===== src/rtl/i2c_txn_arbiter.sv =====
// i2c_txn_arbiter: round-robin arbiter that shares one I2C master between
// NREQ requesters. Each grant carries a single byte transaction (direction,
// 7-bit slave address, write byte). The block launches it on the master and
// waits for completion or a bounded timeout. It then hands status and read
// data back to the granted requester with a one-cycle done pulse.
module i2c_txn_arbiter #(
    parameter int NREQ    = 4,
    parameter int TIMEOUT = 65535
) (
    input  logic                 clk,
    input  logic                 reset,
    input  logic [NREQ-1:0]      req,
    input  logic [NREQ-1:0]      req_rw,
    input  logic [7*NREQ-1:0]    req_addr,
    input  logic [8*NREQ-1:0]    req_wdata,
    output logic [NREQ-1:0]      gnt,
    output logic [NREQ-1:0]      done,
    output logic                 nack,
    output logic                 timeout,
    output logic [7:0]           rdata,
    output logic                 m_start,
    output logic                 m_rw,
    output logic [6:0]           m_addr,
    output logic [7:0]           m_data,
    input  logic                 m_busy,
    input  logic                 m_done,
    input  logic                 m_nack,
    input  logic [7:0]           m_rdata
);

    localparam int IW = $clog2(NREQ);
    localparam int CW = $clog2(TIMEOUT + 1);

    typedef enum logic [1:0] {
        ST_IDLE   = 2'd0,
        ST_LAUNCH = 2'd1,
        ST_WAIT   = 2'd2,
        ST_RESP   = 2'd3
    } state_e;

    state_e             state_q;
    logic [IW-1:0]      ptr_q;
    logic [IW-1:0]      idx_q;
    logic [CW-1:0]      cnt_q;
    logic [CW-1:0]      cnt_d;
    logic [NREQ-1:0]    gnt_q;
    logic [NREQ-1:0]    done_q;
    logic               nack_q;
    logic               timeout_q;
    logic [7:0]         rdata_q;
    logic               m_start_q;
    logic               m_rw_q;
    logic [6:0]         m_addr_q;
    logic [7:0]         m_data_q;

    logic [IW:0]        pick_d;
    logic               pick_valid_d;
    logic [IW-1:0]      pick_idx_d;

    // First set request at or above the pointer, wrapping; returns {valid, index}.
    // Candidates are visited from farthest to nearest so the nearest one wins.
    function automatic logic [IW:0] rr_pick(input logic [NREQ-1:0] r,
                                            input logic [IW-1:0]   p);
        logic [IW:0] res;
        int          cand;
        res = '0;
        for (int k = NREQ - 1; k >= 0; k--) begin
            cand = (int'(p) + k) % NREQ;
            if (r[cand]) begin
                res = {1'b1, IW'(cand)};
            end else begin
                res = res;
            end
        end
        return res;
    endfunction

    // Round-robin candidate selection and the wait-counter increment.
    always_comb begin
        pick_d       = rr_pick(req, ptr_q);
        pick_valid_d = pick_d[IW];
        pick_idx_d   = pick_d[IW-1:0];
        cnt_d        = cnt_q + CW'(1);
    end

    // Transaction FSM; every output is a register updated here.
    always_ff @(posedge clk) begin
        if (reset) begin
            state_q   <= ST_IDLE;
            ptr_q     <= '0;
            idx_q     <= '0;
            cnt_q     <= '0;
            gnt_q     <= '0;
            done_q    <= '0;
            nack_q    <= 1'b0;
            timeout_q <= 1'b0;
            rdata_q   <= 8'h00;
            m_start_q <= 1'b0;
            m_rw_q    <= 1'b0;
            m_addr_q  <= 7'h00;
            m_data_q  <= 8'h00;
        end else begin
            case (state_q)
                ST_IDLE: begin
                    done_q    <= '0;
                    nack_q    <= 1'b0;
                    timeout_q <= 1'b0;
                    rdata_q   <= 8'h00;
                    m_start_q <= 1'b0;
                    if (pick_valid_d) begin
                        idx_q    <= pick_idx_d;
                        gnt_q    <= {{(NREQ-1){1'b0}}, 1'b1} << pick_idx_d;
                        m_rw_q   <= req_rw[pick_idx_d];
                        m_addr_q <= req_addr[int'(pick_idx_d)*7 +: 7];
                        m_data_q <= req_wdata[int'(pick_idx_d)*8 +: 8];
                        state_q  <= ST_LAUNCH;
                    end else begin
                        gnt_q    <= '0;
                        state_q  <= ST_IDLE;
                    end
                end
                ST_LAUNCH: begin
                    if (!m_busy) begin
                        m_start_q <= 1'b1;
                        cnt_q     <= '0;
                        state_q   <= ST_WAIT;
                    end else begin
                        m_start_q <= 1'b0;
                        state_q   <= ST_LAUNCH;
                    end
                end
                ST_WAIT: begin
                    m_start_q <= 1'b0;
                    cnt_q     <= cnt_d;
                    // A completion in the same cycle as the timeout takes precedence.
                    if (m_done) begin
                        nack_q    <= m_nack;
                        rdata_q   <= m_rw_q ? m_rdata : 8'h00;
                        timeout_q <= 1'b0;
                        done_q    <= gnt_q;
                        state_q   <= ST_RESP;
                    end else if (cnt_q == CW'(TIMEOUT - 1)) begin
                        nack_q    <= 1'b0;
                        rdata_q   <= 8'h00;
                        timeout_q <= 1'b1;
                        done_q    <= gnt_q;
                        state_q   <= ST_RESP;
                    end else begin
                        state_q   <= ST_WAIT;
                    end
                end
                ST_RESP: begin
                    done_q    <= '0;
                    gnt_q     <= '0;
                    nack_q    <= 1'b0;
                    timeout_q <= 1'b0;
                    rdata_q   <= 8'h00;
                    m_start_q <= 1'b0;
                    // The requester just served drops to lowest priority.
                    if (idx_q == IW'(NREQ - 1)) begin
                        ptr_q <= '0;
                    end else begin
                        ptr_q <= idx_q + IW'(1);
                    end
                    state_q   <= ST_IDLE;
                end
                default: begin
                    state_q   <= ST_IDLE;
                    gnt_q     <= '0;
                    done_q    <= '0;
                    m_start_q <= 1'b0;
                end
            endcase
        end
    end

    assign gnt     = gnt_q;
    assign done    = done_q;
    assign nack    = nack_q;
    assign timeout = timeout_q;
    assign rdata   = rdata_q;
    assign m_start = m_start_q;
    assign m_rw    = m_rw_q;
    assign m_addr  = m_addr_q;
    assign m_data  = m_data_q;

endmodule


===== config.mk =====
export PLATFORM = sky130hd
export DESIGN_NAME = i2c_txn_arbiter
export DESIGN_NICKNAME = d
export VERILOG_FILES = /design/src/rtl/i2c_txn_arbiter.sv
export SDC_FILE = /design/constraint.sdc
export NUM_CORES = 1
export LEC_CHECK = 0
export ABC_AREA = 1
export CORE_MARGIN = 5
export CORE_UTILIZATION = 49
export DETAILED_ROUTE_END_ITERATION = 12
export PLACE_DENSITY = 0.87
export SLEW_MARGIN = 25
export SYNTH_ARGS = -nofsm -noshare
export SYNTH_HDL_FRONTEND = slang
export SYNTH_SLANG_ARGS = --single-unit

===== constraint.sdc =====
create_clock -name clk -period 5.82 [get_ports clk]
set_clock_uncertainty 0.15 [all_clocks]
set_input_delay 1.164 -clock clk [delete_from_list [all_inputs] [get_ports clk]]
set_output_delay 1.164 -clock clk [all_outputs]
set_load 0.005 [all_outputs]

* Word-level counts from Yosys, hierarchy flattened
Index checks and enable logic that the tools add are counted.
Operators by class: $add $sub $neg 5, multipliers 1, magnitude comparators 5, equal/unequal tests 7, shifts and indexed selects 3, muxes and demuxes 42, bitwise operators 3, reductions and logical operators 12
Operators by type and width (number):
- $pmux W16 S2 | 1
- $shiftx A32 B6 Y8 | 1
- $shiftx A28 B6 Y7 | 1
- $mux W8 | 3
- $add A16 B1 Y16 const B | 1
- $eq A16 B16 Y1 const B | 1
- $mux W1 | 16
- $mux W16 | 1
- $pmux W4 S2 | 2
- $pmux W8 S2 | 1
- $lt A3 B4 Y1 const B | 3
- $mux W3 | 4
- $mux W4 | 3
- $bmux W1 S2 | 5
- $pmux W2 S4 | 1
- $reduce_or A2 Y1 | 4
- $eq A2 B2 Y1 const B | 3
- $lt A2 B3 Y1 const B | 2
- $pmux W1 S2 | 3
- $reduce_and A2 Y1 | 3
- $reduce_bool A2 Y1 | 3
- $mul A2 B3 Y5 const B | 1
- $add A2 B1 Y2 const B | 2
- $add A2 B2 Y2 const B | 2
- other kinds (8) | 11
Word-level totals: flip-flop bits (word level) 57

* Depth between registers and ports, before layout
Gate-level depths: netlist of the first run.
depth in word-level cells 13, depth in mapped cells 16, gate-level depth less buffers 14

* Worst setup path before layout of the first run
OpenSTA, ideal clock, no wires.
path type input port to flip-flop, start point in m_busy, end point reg cnt_q[15], library setup time 117 ps, arrival 2240 ps, required time 5553 ps, setup slack 3313 ps, stages on the path 10, path buffers 0, cells stage by stage inv_1 nand2_1 o21ai_4 nand3_1 nor2_2 nand3_1 nor2_1 nand3_1 o21ai_1 a21oi_1
On the way: cells in the longest elaborated chain, start to end 2
Ends and longest elaborated chain:
- from (decl) | line 25 | input logic m_busy,
- $ne A2 B2 Y1 (no source line)
- $reduce_and A2 Y1 (no source line)
- to (signal assigned) | line 134 | cnt_q <= cnt_d;
- to (decl) | line 44 | logic [CW-1:0] cnt_q;
No other way between the ends. A chain may end at the register's enable or synchronous reset.

==> results.rst, run 1 <==
.. list-table::
   :header-rows: 1

   * - Metric
     - Value
   * - Outcome
     - complete, no violations
   * - Share of synthesized registers carrying an async set or reset
     - 0
   * - Number of fillers in the final layout
     - 540
   * - Leakage power
     - 1.88 nW
   * - Fmax achieved
     - 0.289 GHz
   * - Smallest setup slack after layout
     - 2360 ps
   * - Via count of the first global-routing pass
     - between 3,000 and 4,000
   * - Via-to-Cell Ratio
     - just over 5
   * - Post-synthesis register bit count
     - 57
   * - Required time at the endpoint of the critical path
     - 5930 ps
   * - Final standard cell count with taps included and fillers excluded
     - 667
   * - First-pass GRT wire length
     - approximately 15,000 um
   * - Number of input and output port buffers inserted
     - 115
   * - Number of detailed-route iterations in the first pass
     - 5
   * - EDFF count, synth
     - 0
   * - Starting DRT DRC Count
     - roughly 160
   * - Total of hold buffers inserted after clock tree synthesis
     - 0
   * - Share of post-route cells with drive strength above 1
     - 0.0610
   * - Diode insertion count for antenna repair
     - 0
   * - DP HPWL
     - roughly 6600 um
   * - Average footprint of a synthesized cell
     - between 6 and 7 um^2
   * - Max capacitance violation total
     - 0
   * - Unique cell type count in the Yosys netlist
     - 31
   * - Clk Tree Root Cell
     - clkbuf_8
   * - Die area
     - 8280 um^2
   * - Number of nets with antenna violations after routing
     - 0
   * - Count of final hold-check violations
     - 0
   * - Level count of the clock H-tree
     - 3
   * - Top library cells by usage in the layout, fill and taps aside
     - clkdlybuf4s50_1, nand2_1, nor2_1
   * - Synth top area share
     - 0.355
   * - Startpoint types
     - primary input
   * - Buffers inserted by post-CTS timing repair
     - 0
   * - Warnings from Yosys
     - 0
   * - GRT Total Usage
     - 0.212
   * - Global route total overflow
     - 0
   * - Remaining routing DRC violations
     - 0
   * - RD Place Congestion
     - 0.852
   * - Leading register cell type out of synthesis
     - dfxtp_1
   * - CTS tree
     - built
   * - Sequential-to-total area share from yosys stat
     - 0.355
   * - Signal arrival time at the worst endpoint
     - ~3600 ps
   * - Worst setup slack after placement
     - 2030 ps
   * - Die extent in y
     - 91.0 um
   * - Worst skew pair latency
     - around 330 ps
   * - Worst Hold Class
     - reg -> reg
   * - Mapped Cells
     - 487
   * - Count of endpoints failing setup in the final report
     - 0
   * - Placed cell area
     - around 4300 um^2
   * - Most area-hungry cell type in the Yosys netlist
     - dfxtp_1
   * - Final WL
     - about 8900 um
   * - Final worst-path cycle share
     - 0.594
   * - Die X
     - 91.0 um
   * - Pin count of the biggest net entering global routing
     - between 50 and 60
   * - Site Rows
     - 29
   * - Number of top-level pins
     - 116
   * - Largest fanout on the critical path
     - 32
   * - Final-stage net count
     - ~680
   * - Maximum single-stage delay on the critical path
     - roughly 690 ps
   * - Post-Syn Area
     - 3210 um^2
   * - Final std cell area, no fill
     - between 4000 and 5000 um^2
   * - Fin Setup TNS
     - 0 ps
   * - Unrepaired setup endpoints after global routing
     - false
   * - Largest buffer count on any clock path
     - 2
   * - CTS sink cnt
     - 57
   * - Design Power
     - between 0.001 and 0.0015 W
   * - Total via count after detailed routing
     - 3,460
   * - Power density of the placed cells
     - ~300 nW/um^2
   * - Final slew viol count
     - 0
   * - Highest ir drop seen on vdd
     - 0.000199 V
   * - Most common cell after layout, fill and taps aside
     - clkdlybuf4s50_1
   * - Layout overhead on the synthesized area
     - 38.8%
   * - Most area-consuming cells after synthesis
     - dfxtp_1, nand2_1, nor2_1
   * - Fin crit period
     - 3460 ps
   * - Cell with the biggest individual delay on the critical path
     - inv_1
   * - Transition time of the tightest slew-check pin
     - slightly above 800 ps
   * - Element type at the critical path end
     - register
   * - TritonCTS buffer count
     - 9
   * - Remaining max-slew budget at the tightest pin
     - 0.448
   * - Average detailed-routed wire length per instance
     - 13.4 um
   * - Placeable core region
     - approximately 6300 um^2
   * - Net count after synthesis
     - about 580
   * - Worst setup path class
     - in -> reg
   * - Initial core utilization
     - 0.506
   * - Number of cells after detailed placement
     - about 650
   * - Clock-pin slew on the worst setup and hold paths
     - roughly 60 ps
   * - Critical path cell sequence
     - clkdlybuf4s50_1 -> inv_1 -> o21ai_0 -> inv_1 -> o21ai_0 -> a21oi_1
   * - Number of antenna violations at the first check in global routing
     - 0
   * - Post-cts gate resize count
     - 0
## flip-flops by register name (all words and copies together), names as in the netlist, named ones only
name / flops
cnt_q: 16
done: 4
gnt: 4
idx_q: 2
m_addr: 7
m_data: 8
m_rw: 1
m_start: 1
nack: 1
ptr_q: 2
rdata: 8
state_q: 1
timeout: 1
## worst paths after layout
kind	startpoint	slack [ps]	to	cells after the start
worst max-delay path	reset	2360	cnt_q[10]$_SDFFE_PP0P_	6
worst min-delay path	timeout$_SDFFE_PP0P_	320	timeout$_SDFFE_PP0P_	2
worst max register to register	ptr_q[0]$_SDFFE_PP0P_	3210	m_data[4]$_SDFFE_PP0P_	13
worst min register to register	timeout$_SDFFE_PP0P_	320	timeout$_SDFFE_PP0P_	2
## stage by stage
stage / utilization / hold slack [ps]
2_1_floorplan: - / 293
3_3_place_gp: 0.679 / 302
5_1_grt: 0.703 / 341
6_report: 0.703 / 318
3_5_place_dp: 0.679 / 311
4_1_cts: 0.703 / 321
## cell families after synthesis
| logic type | synth area share |
|---|---|
| AND/OR/NAND/NOR | 0.373 |
| AO/OA/AOI/OAI | 0.138 |
| buffers and inverters | 0.107 |
| flip-flops | 0.355 |
| adder cells (fa/ha/maj) | 0.0272 |
## routing by layer
layer,up-vias,part of all wire,GRT usage
met5,-,0,0
met4,0,0.026,0.0978
met3,19,0.11,0.0868
met2,137,0.45,0.332
met1,1513,0.41,0.252
li1,1791,-,-
## critical path: cells and delay by family
kind | cells | cell delay [ps]
buffers and inverters | 3 | 1660
AOI/OAI and AO/OA | 3 | 720
## cell type report
cell class / count / area [um^2] / share of cell area
tap: 77 / 96.3 / 0.0216
multi-input combinational: 354 / 1730 / 0.388
clock inverter: 1 / 5.00 / 0.00112
inverter: 51 / 194 / 0.0435
timing repair buffer: 115 / 1150 / 0.258
clock buffer: 12 / 145 / 0.0325
sequential: 57 / 1140 / 0.256
## Yosys cell counts, types with 5 or more instances
cell type / count
nand2_1: 93
o21ai_0: 35
buf_2: 5
clkbuf_1: 7
nand2_2: 5
inv_2: 7
nor2_1: 77
buf_4: 7
a21oi_1: 36
nand4_1: 25
nand3_1: 50
dfxtp_1: 57
o21ai_1: 5
ha_1: 7
inv_1: 43
## report_power, final
part / internal, W / switching [W]
clock: 0.000158 / 0.000140
sequential: 0.000456 / 0.0000427
combinational: 0.000250 / 0.000302
Power figures use the tool's default switching activity.
==> run 2: changes to the inputs <==
--- a/config.mk
+++ b/config.mk
@@ -7,9 +7,9 @@
 export LEC_CHECK = 0
 export ABC_AREA = 1
 export CORE_MARGIN = 5
-export CORE_UTILIZATION = 49
+export CORE_UTILIZATION = 41
 export DETAILED_ROUTE_END_ITERATION = 12
-export PLACE_DENSITY = 0.87
+export PLACE_DENSITY = 0.77
 export SLEW_MARGIN = 25
 export SYNTH_ARGS = -nofsm -noshare
 export SYNTH_HDL_FRONTEND = slang
==> constraint.sdc (replaced) <==
create_clock -name clk -period 3 [get_ports clk]
set_clock_uncertainty 0.15 [all_clocks]
set_input_delay 0.6 -clock clk [delete_from_list [all_inputs] [get_ports clk]]
set_output_delay 0.6 -clock clk [all_outputs]
set_load 0.005 [all_outputs]
==> results.rst, run 2 (synthesis gave the netlist of run 1 again) <==
.. list-table::
   :header-rows: 1

   * - Metric
     - Value
   * - Reg-to-reg critical path endpoint
     - cnt_q[15]$_SDFFE_PP0P_
   * - Site Rows
     - 32 (+10%)
   * - Number of flip-flops in the largest register
     - 16 (unchanged)
   * - Required time at the endpoint of the critical path
     - 3070 ps (-2860 ps)
   * - Signal arrival time at the worst endpoint
     - 2470 ps (-1090 ps)
   * - Unrepaired setup endpoints after global routing
     - false
   * - Finished Core Util
     - 0.600 (-0.103)
   * - Power density of the placed cells
     - 602 nW/um^2 (+99%)
   * - TritonCTS buffer count
     - 9 (unchanged)
   * - Number of fillers in the final layout
     - 714 (+32%)
   * - FF-to-FF setup slack
     - 680 ps (-2530 ps)
   * - Remaining routing DRC violations
     - 0 (unchanged)
   * - First-pass GRT wire length
     - 15,100 um (+1.9%)
   * - Via count of the first global-routing pass
     - 3,312 (+0.15%)
   * - Most common cell after layout, fill and taps aside
     - clkdlybuf4s50_1
   * - Count of endpoints failing setup in the final report
     - 0 (unchanged)
   * - CTS sink cnt
     - 57 (unchanged)
   * - Via-to-Cell Ratio
     - 4.96 (-4.4%)
   * - Launch instance of the worst min-delay path
     - done[1]$_SDFFE_PP0P_
   * - Remaining max-slew budget at the tightest pin
     - 0.476 (+0.0283)
   * - Die extent in y
     - 98.5 um (+8.3%)
   * - DP HPWL
     - 6870 um (+3.8%)
   * - Global route total overflow
     - 0 (unchanged)
   * - Worst-case hold path end point
     - done[1]$_SDFFE_PP0P_
   * - Worst Hold Class
     - reg -> reg
   * - Worst skew pair latency
     - 330 ps (about the same)
   * - Post-cts gate resize count
     - 0 (unchanged)
   * - Number of cells after detailed placement
     - 687 (+5.0%)
   * - Max capacitance violation total
     - 0 (unchanged)
   * - Level count of the clock H-tree
     - 3 (unchanged)
   * - Final slew viol count
     - 0 (unchanged)
   * - Highest ir drop seen on vdd
     - 0.000287 V (+44%)
   * - Fmax achieved
     - approximately 0.42 GHz
   * - Placed cell area
     - 4420 um^2 (+2.4%)
   * - Largest buffer count on any clock path
     - 2 (unchanged)
   * - CTS tree
     - built
   * - Outcome
     - complete, no violations
   * - Final WL
     - 8980 um (+0.82%)
   * - Most flop-heavy register
     - cnt_q
   * - Number of antenna violations at the first check in global routing
     - 0 (unchanged)
   * - Number of input and output port buffers inserted
     - 115 (unchanged)
   * - Element type at the critical path end
     - register
   * - Buffers inserted by post-CTS timing repair
     - 0 (unchanged)
   * - Clock-pin slew on the worst setup and hold paths
     - 60 ps (about the same)
   * - Layout overhead on the synthesized area
     - 43.5%
   * - Largest fanout on the critical path
     - 51 (+59%)
   * - Number of nets with antenna violations after routing
     - 0 (unchanged)
   * - Placeable core region
     - 7690 um^2 (+21%)
   * - Top library cells by usage in the layout, fill and taps aside
     - clkdlybuf4s50_1, nand2_1, nor2_1
   * - Starting DRT DRC Count
     - 211 (+31%)
   * - Fin Setup TNS
     - 0 ps (unchanged)
   * - Final standard cell count with taps included and fillers excluded
     - 703 (+5.4%)
   * - Initial core utilization
     - 0.418 (-0.0881)
   * - Share of post-route cells with drive strength above 1
     - 0.0799 (+0.0188)
   * - Number of top-level pins
     - 116 (unchanged)
   * - Total via count after detailed routing
     - 3,487 (+0.78%)
   * - Average detailed-routed wire length per instance
     - 12.8 um (-4.3%)
   * - Pin count of the biggest net entering global routing
     - 52 (unchanged)
   * - Number of detailed-route iterations in the first pass
     - 5 (unchanged)
   * - Transition time of the tightest slew-check pin
     - 785 ps (-42.4 ps)
   * - Startpoint types
     - primary input
   * - Worst hold path stage count
     - 2 (unchanged)
   * - Diode insertion count for antenna repair
     - 0 (unchanged)
   * - Die X
     - 98.5 um (+8.3%)
   * - Worst R2R Start
     - state_q[0]$_SDFF_PP0_
   * - Clk Tree Root Cell
     - clkbuf_8
   * - Die area
     - 9710 um^2 (+17%)
   * - Fin crit period
     - about 2400 ps
   * - Design Power
     - 0.00278 W (+110%)
   * - Final worst-path cycle share
     - 0.800
   * - Leakage power
     - 1.94 nW (+3.2%)
   * - Total of hold buffers inserted after clock tree synthesis
     - 0 (unchanged)
   * - Final std cell area, no fill
     - 4610 um^2 (+3.4%)
   * - Final-stage net count
     - 684 (+1.2%)
   * - Worst setup path class
     - in -> reg
   * - RD Place Congestion
     - 0.910 (+6.8%)
   * - Count of final hold-check violations
     - 0 (unchanged)
   * - Worst Reg-to-Reg Cells
     - 11 (-2)
   * - GRT Total Usage
     - 0.185 (-0.0265)
[run 2: changes by cell type in the layout (fill, tap and decap cells not counted)]
cell,before,now
clkinv_2,1,2
clkbuf_1,2,1
buf_4,0,7
buf_12,0,1
clkinvlp_4,0,2
bufinv_16,0,1
[run 2: layout make-up]
class	instances	area, um^2	area share
clock buffer	11	141	0.0306
clock inverter	5	55.1	0.0119
inverter	51	194	0.0420
multi-input combinational	354	1730	0.375
sequential	57	1140	0.247
tap	102	128	0.0277
timing repair buffer	123	1220	0.265
[run 2: metrics by stage]
step | worst slack [ps] | hold WS (ps)
detailed placement | 299 | 314
finish | 601 | 320
global route | 372 | 351
global placement | 346 | 304
CTS | 643 | 324
floorplan | 1020 | 293
[run 2: critical path: stages]
cell and delay, ps:
clkdlybuf4s50_1 490, inv_1 50, nand2_1 90, nand3_1 130
nand2_1 80, inv_1 40, nand2_1 80, nand3_2 100
nand2_4 420, nand2_1 110, nand2_1 80, nor2_1 40
nor2_1 100, nor2_1 50
[run 2: how the worst max path moves through the flow]
| stage | startpoint | to | slack (ps) |
|---|---|---|---|
| after floorplan | state_q[0]$_SDFF_PP0_ | cnt_q[15]$_SDFFE_PP0P_ | 1020 |
| after global placement | req[2] | m_data[1]$_SDFFE_PP0P_ | 350 |
| after detailed placement | req[1] | m_data[7]$_SDFFE_PP0P_ | 300 |
| after CTS | req[1] | m_data[7]$_SDFFE_PP0P_ | 640 |
| after global routing | req[1] | m_data[4]$_SDFFE_PP0P_ | 370 |
| final | req[1] | m_data[7]$_SDFFE_PP0P_ | 600 |
[run 2: metal layers]
metal  wire length, um  share of wire  up-vias  track usage
li1                  -              -     1812            -
met1              3910           0.44     1531        0.241
met2              4200           0.47      138        0.302
met5                 0              0        -            0
met3               810          0.090        6       0.0545
met4                58         0.0065        0       0.0462
[run 2: where the power goes]
part	total (W)	internal (W)	switching (W)	leakage, nW
registers	0.000972	0.000885	0.0000871	0.467
logic	0.00110	0.000516	0.000586	1.38
clock network	0.000704	0.000403	0.000301	0.0953
total	0.00278	0.00180	0.000974	1.94
==> RTL change (flow settings as in run 2) <==
Set the parameter `NREQ` to 2 (it was 4).
--- a/src/rtl/i2c_txn_arbiter.sv
+++ b/src/rtl/i2c_txn_arbiter.sv
@@ -4,7 +4,7 @@
 // waits for completion or a bounded timeout. It then hands status and read
 // data back to the granted requester with a one-cycle done pulse.
 module i2c_txn_arbiter #(
-    parameter int NREQ    = 4,
+    parameter int NREQ    = 2,
     parameter int TIMEOUT = 65535
 ) (
     input  logic                 clk,
Interface: changed (6 resized); port bits go from 116 to 78. The function was not compared with the original's and may differ.
==> RTL change against run 2 <==
  * Via count is 32% lower
  * Sequential cell count is 6 lower
  * Wire length is 35% lower
  * Cell count is 33% lower
  * Critical path type is now flop to output port
  * Sequential share of layout area is 6.0 points higher
  * Non-clock buffer count is 42 lower
  * Area after synthesis is 25% lower
  * First-iteration DRC count is 40% lower
  * Synthesized cell count is 34% lower
  * Setup slack better by 290 ps
  * Final area is 28% lower
Power is not compared: it rests on default switching activity, and its combinational part moved more than twofold at a synthesized area within 25%.
==> RTL change: results (changes against run 2) <==
Run status
  • Status: complete, no violations

Synth
  • Multiplexer area fraction after synthesis: 0% (unchanged)
  • Dominant cells by area after synthesis: dfxtp_1 (42%), nand2_1 (12%), a21oi_1 (5.6%)
  • Compound-gate portion of the synthesized area: 18.2% (+4.3 points)
  • Synth cell types: 32 (+3.2%)
  • Ys flop type: dfxtp_1
  • Sequential cell area fraction in the yosys report: 42.3% (+6.8 points)
  • Syn. warnings: 0 (unchanged)
  • Post-synth top cells: nand2_1 (76), dfxtp_1 (51), a21oi_1 (27), inv_1 (25), o21ai_0 (25)
  • Synth Area in Adders: 3.11% (+0.39 points)
  • Synth Area in XOR/XNOR: 0.363% (+0.36 points)
  • Post-Syn Nets: 373 (-35%)
  • Asr flop ratio synth: 0% (unchanged)

Hold path
  • Cells on Worst Hold Path: 1 (-1)
  • Hold endpoint: ptr_q
  • HP Start: idx_q

Global routing
  • Vias in the first global route: 2250 (-32%)
  • Largest net degree at the start of global routing: 33 (-37%)
  • All-Layer GR Usage: 16.1% (-2.4 points)
  • Global-route wire length before repair: 9690 µm (-36%)
  • Initial antenna violation count: 0 (unchanged)

Power
  • Lkg Pwr: 1.25 nW
  • VDD IR max: between 200 and 300 µV

Route
  • Initial DRC count: 126 (-40%)
  • Pre-antenna DRT Iters: 4 (-1)
  • Via count: 2365 (-32%)
  • Final WL: 5820 µm (-35%)

Worst setup path
  • Crit path DAT: 1360 ps (-1110 ps)
  • Crit path largest cell delay: 560 ps (+70 ps)
  • Origin of the critical flop-to-flop path: state_q[0]
  • RR Endpoint: cnt_q[14]
  • Worst R2R Path Depth: 9 (-2)
  • Worst path top cell family by delay: buffers and inverters
  • Critical path peak fanout: 10 (-80%)
  • Reg2Reg Setup Slack: 930 ps (+250 ps)

Timing
  • Tightest Pin Transition: 516 ps (-269 ps)
  • Final Hold Fails: 0 (unchanged)

Clock tree
  • Longest Clk Path Bufs: 2 (unchanged)
  • Clock buffer count from CTS: 5 (-4)
  • Clock edge transition at the registers on the reported setup and hold paths: 100 ps (+40 ps)
  • Worst skew pair latency: 310 ps (-20 ps)
  • H-tree depth: 2 (-1)
  • Root buffer cell: clkbuf_8
  • Postcts setup bufs: 0 (unchanged)

Cells and area
  • Fillers: 589 (-18%)
  • Layout cells sized above 1: 7.58% (-0.41 points)
  • Biggest register: cnt_q
  • Final net count: 448 (-35%)

Placed design
  • Port Buffers: 77 (-33%)
  • DP HPWL: 4530 µm (-34%)
  • Pre-CTS setup slack: 731 ps (+432 ps)
  • GPL Wtd Cong: 0.847 (-7.0%)

Floorplanning
  • Die area: 7520 µm² (-23%)
[RTL change: kinds of logic after synthesis]
logic type	Yosys count
simple gates	145
compound gates	77
flops	51
buf+inv	40
fa+ha+maj	6
xor+xnor	1
[RTL change: layout make-up]
cell class                      count  area share, %
Multi-Input combinational cell    229           36.6
Sequential cell                    51           30.7
Timing Repair Buffer               81           24.1
Inverter                           27           3.12
Tap cell                           75           2.82
Clock buffer                        5           2.07
Clock inverter                      3          0.565
[RTL change: worst max path at each step]
stage	start	endpoint	slack, ps	depth (start not counted)
after global routing	state_q[0]	cnt_q[15]	670	11
final	m_rw	m_rw	890	1
after global placement	m_busy	cnt_q[15]	800	9
after CTS	m_rw	m_rw	870	1
after detailed placement	m_busy	cnt_q[14]	730	7
after floorplan	state_q[0]	cnt_q[15]	1310	12
[RTL change: power groups by stage]
| stage | Combinational, mW | Clock [mW] | Sequential [mW] |
|---|---|---|---|
| floorplan | 0.202 | 0 | 0.770 |
| global placement | 0.382 | 0 | 0.771 |
| detailed placement | 0.385 | 0 | 0.772 |
| CTS | 0.387 | 0.406 | 0.758 |
| global route | 0.429 | 0.430 | 0.766 |
| finish | 0.384 | 0.395 | 0.757 |
[RTL change: per-layer routing]
layer  track usage, %  routed length [µm]  up-vias
met3             6.94                 560        6
li1                 -                   -     1231
met5                0                   0        -
met2             28.2                2830       80
met1             17.3                2380     1048
met4             5.10                  44        0
[RTL change: stage by stage]
stage,cell area [µm²],std cells,hold WS (ps),utilization [%]
after floorplan,2410,320,260,-
after global placement,3240,463,275,55.7
after detailed placement,3240,463,286,55.7
after CTS,3320,471,301,57.2
after global routing,3320,471,322,57.2
final,3320,471,302,57.2
